### src/rtl/edp_muldiv_seq.sv
`default_nettype none
// ============================================================================
//  Module   : edp_muldiv_seq
//  Purpose  : Step sequencer for the EDP multiply/divide inner loop. Drives
//             the AD function select, AR load and MQ shift/load controls for
//             shift-add multiply and non-restoring divide, including the
//             no-divide check on the trial subtract.
//  Revision : 1.0  initial release
// ============================================================================
module edp_muldiv_seq #(
    parameter int STEPS = 36,
    parameter int CW    = 6
) (
    input  logic          clk_edp_h,
    input  logic          reset_h,
    input  logic          start_h,
    input  logic          div_h,
    input  logic          abort_h,
    input  logic          mq_35_h,
    input  logic          ad_00_h,
    output logic          busy_h,
    output logic          done_h,
    output logic          ndv_h,
    output logic [1:0]    ad_op,
    output logic          ar_load_h,
    output logic [1:0]    mq_sel,
    output logic [CW-1:0] step_cnt
);

    typedef enum logic [2:0] {
        S_IDLE  = 3'd0,
        S_LOAD  = 3'd1,
        S_TRIAL = 3'd2,
        S_STEP  = 3'd3,
        S_FIXUP = 3'd4,
        S_DONE  = 3'd5
    } state_t;

    // AD function select encodings (2'b11 is reserved and never issued)
    localparam logic [1:0] c_ad_pass = 2'b00;
    localparam logic [1:0] c_ad_add  = 2'b01;
    localparam logic [1:0] c_ad_sub  = 2'b10;

    // MQ control encodings
    localparam logic [1:0] c_mq_hold = 2'b00;
    localparam logic [1:0] c_mq_load = 2'b01;
    localparam logic [1:0] c_mq_shr  = 2'b10;
    localparam logic [1:0] c_mq_shl  = 2'b11;

    localparam logic [CW-1:0] c_steps = CW'(STEPS);
    localparam logic [CW-1:0] c_one   = CW'(1);

    state_t        r_state;
    logic          r_op_div;
    logic          r_neg;
    logic          r_ndv;
    logic [CW-1:0] r_cnt;

    // Sequencer state, step counter and the divide sign / no-divide flags
    always_ff @(posedge clk_edp_h or posedge reset_h) begin
        if (reset_h) begin
            r_state  <= S_IDLE;
            r_op_div <= 1'b0;
            r_neg    <= 1'b0;
            r_ndv    <= 1'b0;
            r_cnt    <= '0;
        end else if (abort_h) begin
            // Abort wins over every transition; the no-divide flag is kept
            r_state  <= S_IDLE;
            r_op_div <= 1'b0;
            r_neg    <= 1'b0;
            r_cnt    <= '0;
        end else begin
            case (r_state)
                S_IDLE: begin
                    if (start_h) begin
                        r_op_div <= div_h;
                        r_ndv    <= 1'b0;
                        r_state  <= S_LOAD;
                    end
                end
                S_LOAD: begin
                    r_cnt   <= c_steps;
                    r_state <= r_op_div ? S_TRIAL : S_STEP;
                end
                S_TRIAL: begin
                    // A non-negative trial remainder means the quotient overflows
                    if (!ad_00_h) begin
                        r_ndv   <= 1'b1;
                        r_state <= S_DONE;
                    end else begin
                        r_neg   <= 1'b1;
                        r_state <= S_STEP;
                    end
                end
                S_STEP: begin
                    if (r_cnt != '0) begin
                        r_cnt <= r_cnt - c_one;
                    end
                    if (r_op_div) begin
                        r_neg <= ad_00_h;
                    end
                    // Treating a zero count as last guards against a stuck loop
                    if (r_cnt <= c_one) begin
                        r_state <= r_op_div ? S_FIXUP : S_DONE;
                    end
                end
                S_FIXUP: begin
                    r_state <= S_DONE;
                end
                S_DONE: begin
                    r_state <= S_IDLE;
                end
                default: begin
                    r_state <= S_IDLE;
                end
            endcase
        end
    end

    // Slice controls decoded from the registered state; only the STEP-cycle
    // AD select looks at the live multiplier bit
    always_comb begin
        busy_h    = 1'b0;
        done_h    = 1'b0;
        ad_op     = c_ad_pass;
        ar_load_h = 1'b0;
        mq_sel    = c_mq_hold;
        case (r_state)
            S_IDLE: begin
                busy_h = 1'b0;
            end
            S_LOAD: begin
                busy_h = 1'b1;
                mq_sel = c_mq_load;
            end
            S_TRIAL: begin
                busy_h    = 1'b1;
                ad_op     = c_ad_sub;
                ar_load_h = 1'b1;
            end
            S_STEP: begin
                busy_h    = 1'b1;
                ar_load_h = 1'b1;
                if (r_op_div) begin
                    ad_op  = r_neg ? c_ad_add : c_ad_sub;
                    mq_sel = c_mq_shl;
                end else begin
                    ad_op  = mq_35_h ? c_ad_add : c_ad_pass;
                    mq_sel = c_mq_shr;
                end
            end
            S_FIXUP: begin
                // Restore a negative final remainder by adding the divisor back
                busy_h    = 1'b1;
                ad_op     = r_neg ? c_ad_add : c_ad_pass;
                ar_load_h = r_neg;
            end
            S_DONE: begin
                busy_h = 1'b1;
                done_h = 1'b1;
            end
            default: begin
                busy_h = 1'b0;
            end
        endcase
    end

    assign ndv_h    = r_ndv;
    assign step_cnt = r_cnt;

endmodule
`default_nettype wire
### config.mk
export PLATFORM = sky130hd
export DESIGN_NAME = edp_muldiv_seq
export DESIGN_NICKNAME = d
export VERILOG_FILES = /design/src/rtl/edp_muldiv_seq.sv
export SDC_FILE = /design/constraint.sdc
export NUM_CORES = 1
export LEC_CHECK = 0
export BUFFER_PORTS_ARGS = -buffer_cell sky130_fd_sc_hd__buf_2
export CAP_MARGIN = 30
export CORE_MARGIN = 2
export CORE_UTILIZATION = 25
export CTS_BUF_LIST = sky130_fd_sc_hd__clkbuf_16
export CTS_CLUSTER_SIZE = 40
export DETAILED_ROUTE_END_ITERATION = 16
export PLACE_DENSITY = 0.47
export SKIP_LAST_GASP = 1
export SLEW_MARGIN = 30
export SYNTH_ARGS = -nofsm -noshare
export SYNTH_HDL_FRONTEND = slang
export SYNTH_SLANG_ARGS = --single-unit
### constraint.sdc
create_clock -name clk_edp_h -period 1.9 [get_ports clk_edp_h]
set_input_delay 0.285 -clock clk_edp_h [delete_from_list [all_inputs] [get_ports clk_edp_h]]
set_output_delay 0.285 -clock clk_edp_h [all_outputs]
set_load 0.005 [all_outputs]
**After elaboration in Yosys (flattened, before gate mapping)**

Cells that the tools add are included.

- Register bits: 12
- Bits of input ports: 7
- Output and inout port bits: 14
- Word-level logic and storage cells: 64

- Add/subtract/negate cells: 1
- Order comparisons: 1
- Equality and inequality tests: 12
- Multiplexer cells: 30
- Bitwise gates (word level): 1
- Reductions and logical operators: 14

Operator list:

| kind | number |
|---|---|
| $mux W1 | 15 |
| $ne A3 B3 Y1 const B | 5 |
| $pmux W3 S5 | 1 |
| $mux W3 | 4 |
| $mux W6 | 2 |
| $pmux W6 S2 | 1 |
| $eq A3 B2 Y1 const B | 2 |
| $eq A3 B3 Y1 const B | 2 |
| $le A6 B1 Y1 const B | 1 |
| $pmux W1 S2 | 3 |
| $pmux W2 S3 | 1 |
| $reduce_and A2 Y1 | 3 |
| $reduce_bool A2 Y1 | 3 |
| $reduce_bool A3 Y1 | 2 |
| $reduce_bool A6 Y1 | 1 |
| $sub A6 B1 Y6 const B | 1 |
| $reduce_or A5 Y1 | 1 |
| $mux W2 | 2 |
| $ne A2 B2 Y1 const B | 2 |
| $pmux W2 S2 | 1 |
| $reduce_and A4 Y1 | 1 |
| $eq A3 B1 Y1 const B | 1 |
| $logic_not A3 Y1 | 1 |
| $reduce_and A3 Y1 | 1 |
| 2 further kinds | 2 |

**Depth between registers and ports, before layout**

- Depth after elaboration: 4
- Depth in mapped cells: 6
- Depth with buffers taken out: 6

**Least setup slack after synthesis**

OpenSTA, ideal clock, no wires.

- Path kind: flip-flop to flip-flop
- Start point: reg r_cnt[0] (netlist: step_cnt[0])
- End point: reg r_cnt[4] (netlist: step_cnt[4])
- Library setup time: 0.104 ns
- Arrival: 1.452 ns
- Required time: 1.796 ns
- Setup slack: 0.344 ns
- Stages on the path, launching flop included: 7
- Path buffers: 0
- Cell sequence: dfrtp_1 inv_1 ha_1 nand4bb_2 o32ai_4 or3_4 o41ai_2

- Cells in the longest elaborated chain, start to end: 4
- Elaborated cells between the ends (all ways): 7
- Classes of those cells: 1 x add/sub; 1 x eq/ne; 3 x mux; 2 x reduce/logical

RTL lines:

| element | RTL line | source |
|---|---|---|
| start: declaration | 57 | `logic [CW-1:0] r_cnt;` |
| start signal: assignment | 83 | `r_cnt <= c_steps;` |
| start signal: assignment | 98 | `r_cnt <= r_cnt - c_one;` |
| $sub A6 B1 Y6 | 98 |  |
| $mux W6 | 97 | `if (r_cnt != '0) begin` |
| $pmux W6 S2 | 74 | `case (r_state)` |
| $mux W6 | 67 | `end else if (abort_h) begin` |

Several ways; a longest one is shown, not always the timed one. The select of a mux whose other input is x is not followed.
A chain may end at the register's enable or synchronous reset.

**Worst setup path in the final report**

- Start point: reg r_cnt[0] (netlist: step_cnt[0])
- End point: reg r_cnt[0] (netlist: step_cnt[0])

Same word-level chain as after synthesis.

==> metrics.txt <==
clk_skew between 0.4 and 0.5 ps; PD cells 940 nW/um^2; Distinct cells, synth 36; initial antenna violation count 0; Worst-Margin Slew roughly 500 ps; CP cell instances inv_1 -> ha_1 -> nand4bb_2 -> o32ai_4 -> or3_4 -> o21ai_1; crit-path max FO 8; leakage 0.504 nW; hold crit path type in -> async; met2 wire len a little over 900 um; clk slew on worst S/H paths 40 ps; Crit path max-delay family compound AO/OA/AOI/OAI gates; CTS H-tree depth 1; clock buffer depth 2; Worst R2R Start step_cnt[0]$_DFFE_PP0P_; dpl hpwl 1.45 mm; reg-to-reg setup timing slack 230 ps; share of cells above drive strength 1 roughly 30%; Clk Latency, worst-skew pair 240 ps; top routing layer in use met4; WL met3 slightly above 50 um; Post-DRT Antenna Nets 0; Post-Synthesis Net Count just over 100; #FFs+latches synth 12; RSZ-0062 raised after global routing no; Die W 61.7 um; Worst EP arrival 1790 ps; most common cell after layout, fill and taps aside buf_2; WS Path Type reg -> reg; endpoints failing hold 0; Die ar. 3810 um^2; Syn Area/Cell about 9 um^2; final worst-path cycle share 87.9%; core region area 3100 um^2; Setup-failing EPs final 0; Area growth, synth to finish 25.1%; placed cells roughly 150; Slew Limit Fails 0; Peak VDD IR between 0.0003 and 0.0004 V; Top Ports 21; Critical Path Max Stage Delay between 400 and 500 ps; sequential share of the synthesized area ~36%; WP data required between 2000 and 2500 ps; CTS tree done; clock sinks 12; # DRC 0; cell count after synthesis 93; Fmax achieved 599 MHz; # port buffers 20; Max-Cap Viols 0; CTS root buf clkbuf_16; Final Non-Filler Cells 156; starting density of the core 26.9%; Layout Nets 123; grt total ovfl 0; vias after detailed routing 723; final WL approximately 1.9 mm; CP bufs+invs 1; Min Clock Period, post-route about 1700 ps; R2R depth 6; vias per cell 4.63; post-CTS setup buffers 0; run status complete, no violations; Syn. warnings 0; TritonCTS Buffers 3; Crit Reg-Reg Endpoint step_cnt[0]$_DFFE_PP0P_; commonest cells after routing, fill and taps aside buf_2 (20), dfrtp_1 (12), inv_1 (11); DRT met1 WL roughly 870 um; post-cts sizing count 0; die height just over 60 um; Slowest cell on crit path dfrtp_1; Ant. Diodes 0; crit path capture type register; final total power roughly 1 mW; Initial DRT Pass Iterations 4; hold buffer count at CTS 0; RD Place Congestion around 0.76; setup TNS 0 ps; pin count of the biggest net entering global routing 14; wire per inst approximately 12 um; row count 20; first-pass GRT wire length 3.24 mm; initial DRC count 20; startpoint types register; Synth Cell Area around 830 um^2; total track usage between 10% and 20%; relative slew slack between 60% and 70%; number of global-route vias before repair 700
[power breakdown]
group	total, mW	switching, mW	internal [mW]
Sequential	0.333	0.0506	0.282
Clock	0.383	0.109	0.274
Combinational	0.264	0.142	0.122
[worst max-delay path by stage]
stage	from	end	slack (ps)	cells past startpoint
after CTS	step_cnt[0]$_DFFE_PP0P_	step_cnt[4]$_DFFE_PP0P_	210	6
final	step_cnt[0]$_DFFE_PP0P_	step_cnt[0]$_DFFE_PP0P_	230	6
after detailed placement	step_cnt[0]$_DFFE_PP0P_	step_cnt[4]$_DFFE_PP0P_	210	6
after floorplan	step_cnt[0]$_DFFE_PP0P_	step_cnt[4]$_DFFE_PP0P_	340	6
after global routing	step_cnt[0]$_DFFE_PP0P_	step_cnt[4]$_DFFE_PP0P_	50	6
after global placement	step_cnt[0]$_DFFE_PP0P_	step_cnt[4]$_DFFE_PP0P_	250	6
[worst register-to-register path, delay by kind of cell (launching register included)]
kind	cells	cell delay (ps)
compound gates	2	440
fa+ha+maj	1	230
buf+inv	1	70
flops	1	410
simple gates	2	390
[logic make-up after synthesis]
family / synth area share (%)
DFF: 36.0
buffers and inverters: 8.41
and+or+nand+nor: 25.2
adders and majority gates: 3.00
AOI/OAI and AO/OA: 23.6
muxes: 3.75
[synth_stat cells, drive strengths merged]
cell type | count | share of area [%]
o22ai | 1 | 0.75
nor4 | 3 | 2.3
inv | 11 | 5.0
a2111oi | 1 | 1.8
o41ai | 2 | 3.0
clkbuf | 3 | 1.5
o31ai | 2 | 2.4
or3 | 3 | 2.9
o32ai | 1 | 3.3
or2 | 1 | 1.1
a211oi | 1 | 0.90
a21boi | 1 | 0.90
a31oi | 2 | 1.5
mux2i | 2 | 2.4
mux2 | 1 | 1.4
nand4 | 1 | 0.75
nand3b | 1 | 2.4
nor2 | 6 | 2.7
ha | 2 | 3.0
nand4bb | 1 | 2.0
nand2 | 9 | 4.1
nor3 | 6 | 3.6
nor3b | 2 | 1.8
nor2b | 1 | 0.75
dfrtp | 12 | 36
o21a | 2 | 1.8
o21ai | 7 | 4.2
and2b | 1 | 1.1
a21oi | 5 | 3.0
buf | 2 | 2.0
[sequential cells by signal, summed over array words and instances, names as in the netlist]
signal / flops
r_neg: 1
ndv_h: 1
r_state: 3
step_cnt: 6
r_op_div: 1
[metal layers]
metal / track usage [%] / vias up
met5: 0 / -
met4: 7.29 / 0
met3: 1.86 / 2
met2: 18.2 / 10
met1: 15.8 / 337
li1: - / 374
[final cells by class]
| type | count | area [um^2] |
|---|---|---|
| fillers | 338 | 2060 |
| well taps | 44 | 55.1 |
| flip-flops and latches | 12 | 300 |
| clock buffers | 3 | 75.1 |
| multi-input cells | 65 | 463 |
| inverters | 11 | 41.3 |
| repair buffers | 21 | 108 |
[metrics by stage]
stage	util (%)	worst slack [ps]	instance area, um^2	hold WS [ps]
floorplan	-	344	833	150
global placement	31.2	254	967	343
detailed placement	31.2	212	967	348
CTS	33.6	207	1040	91.0
global route	33.6	54.2	1040	116
finish	33.6	230	1040	63.0
Note: power is estimated with default switching activity, not from simulation.
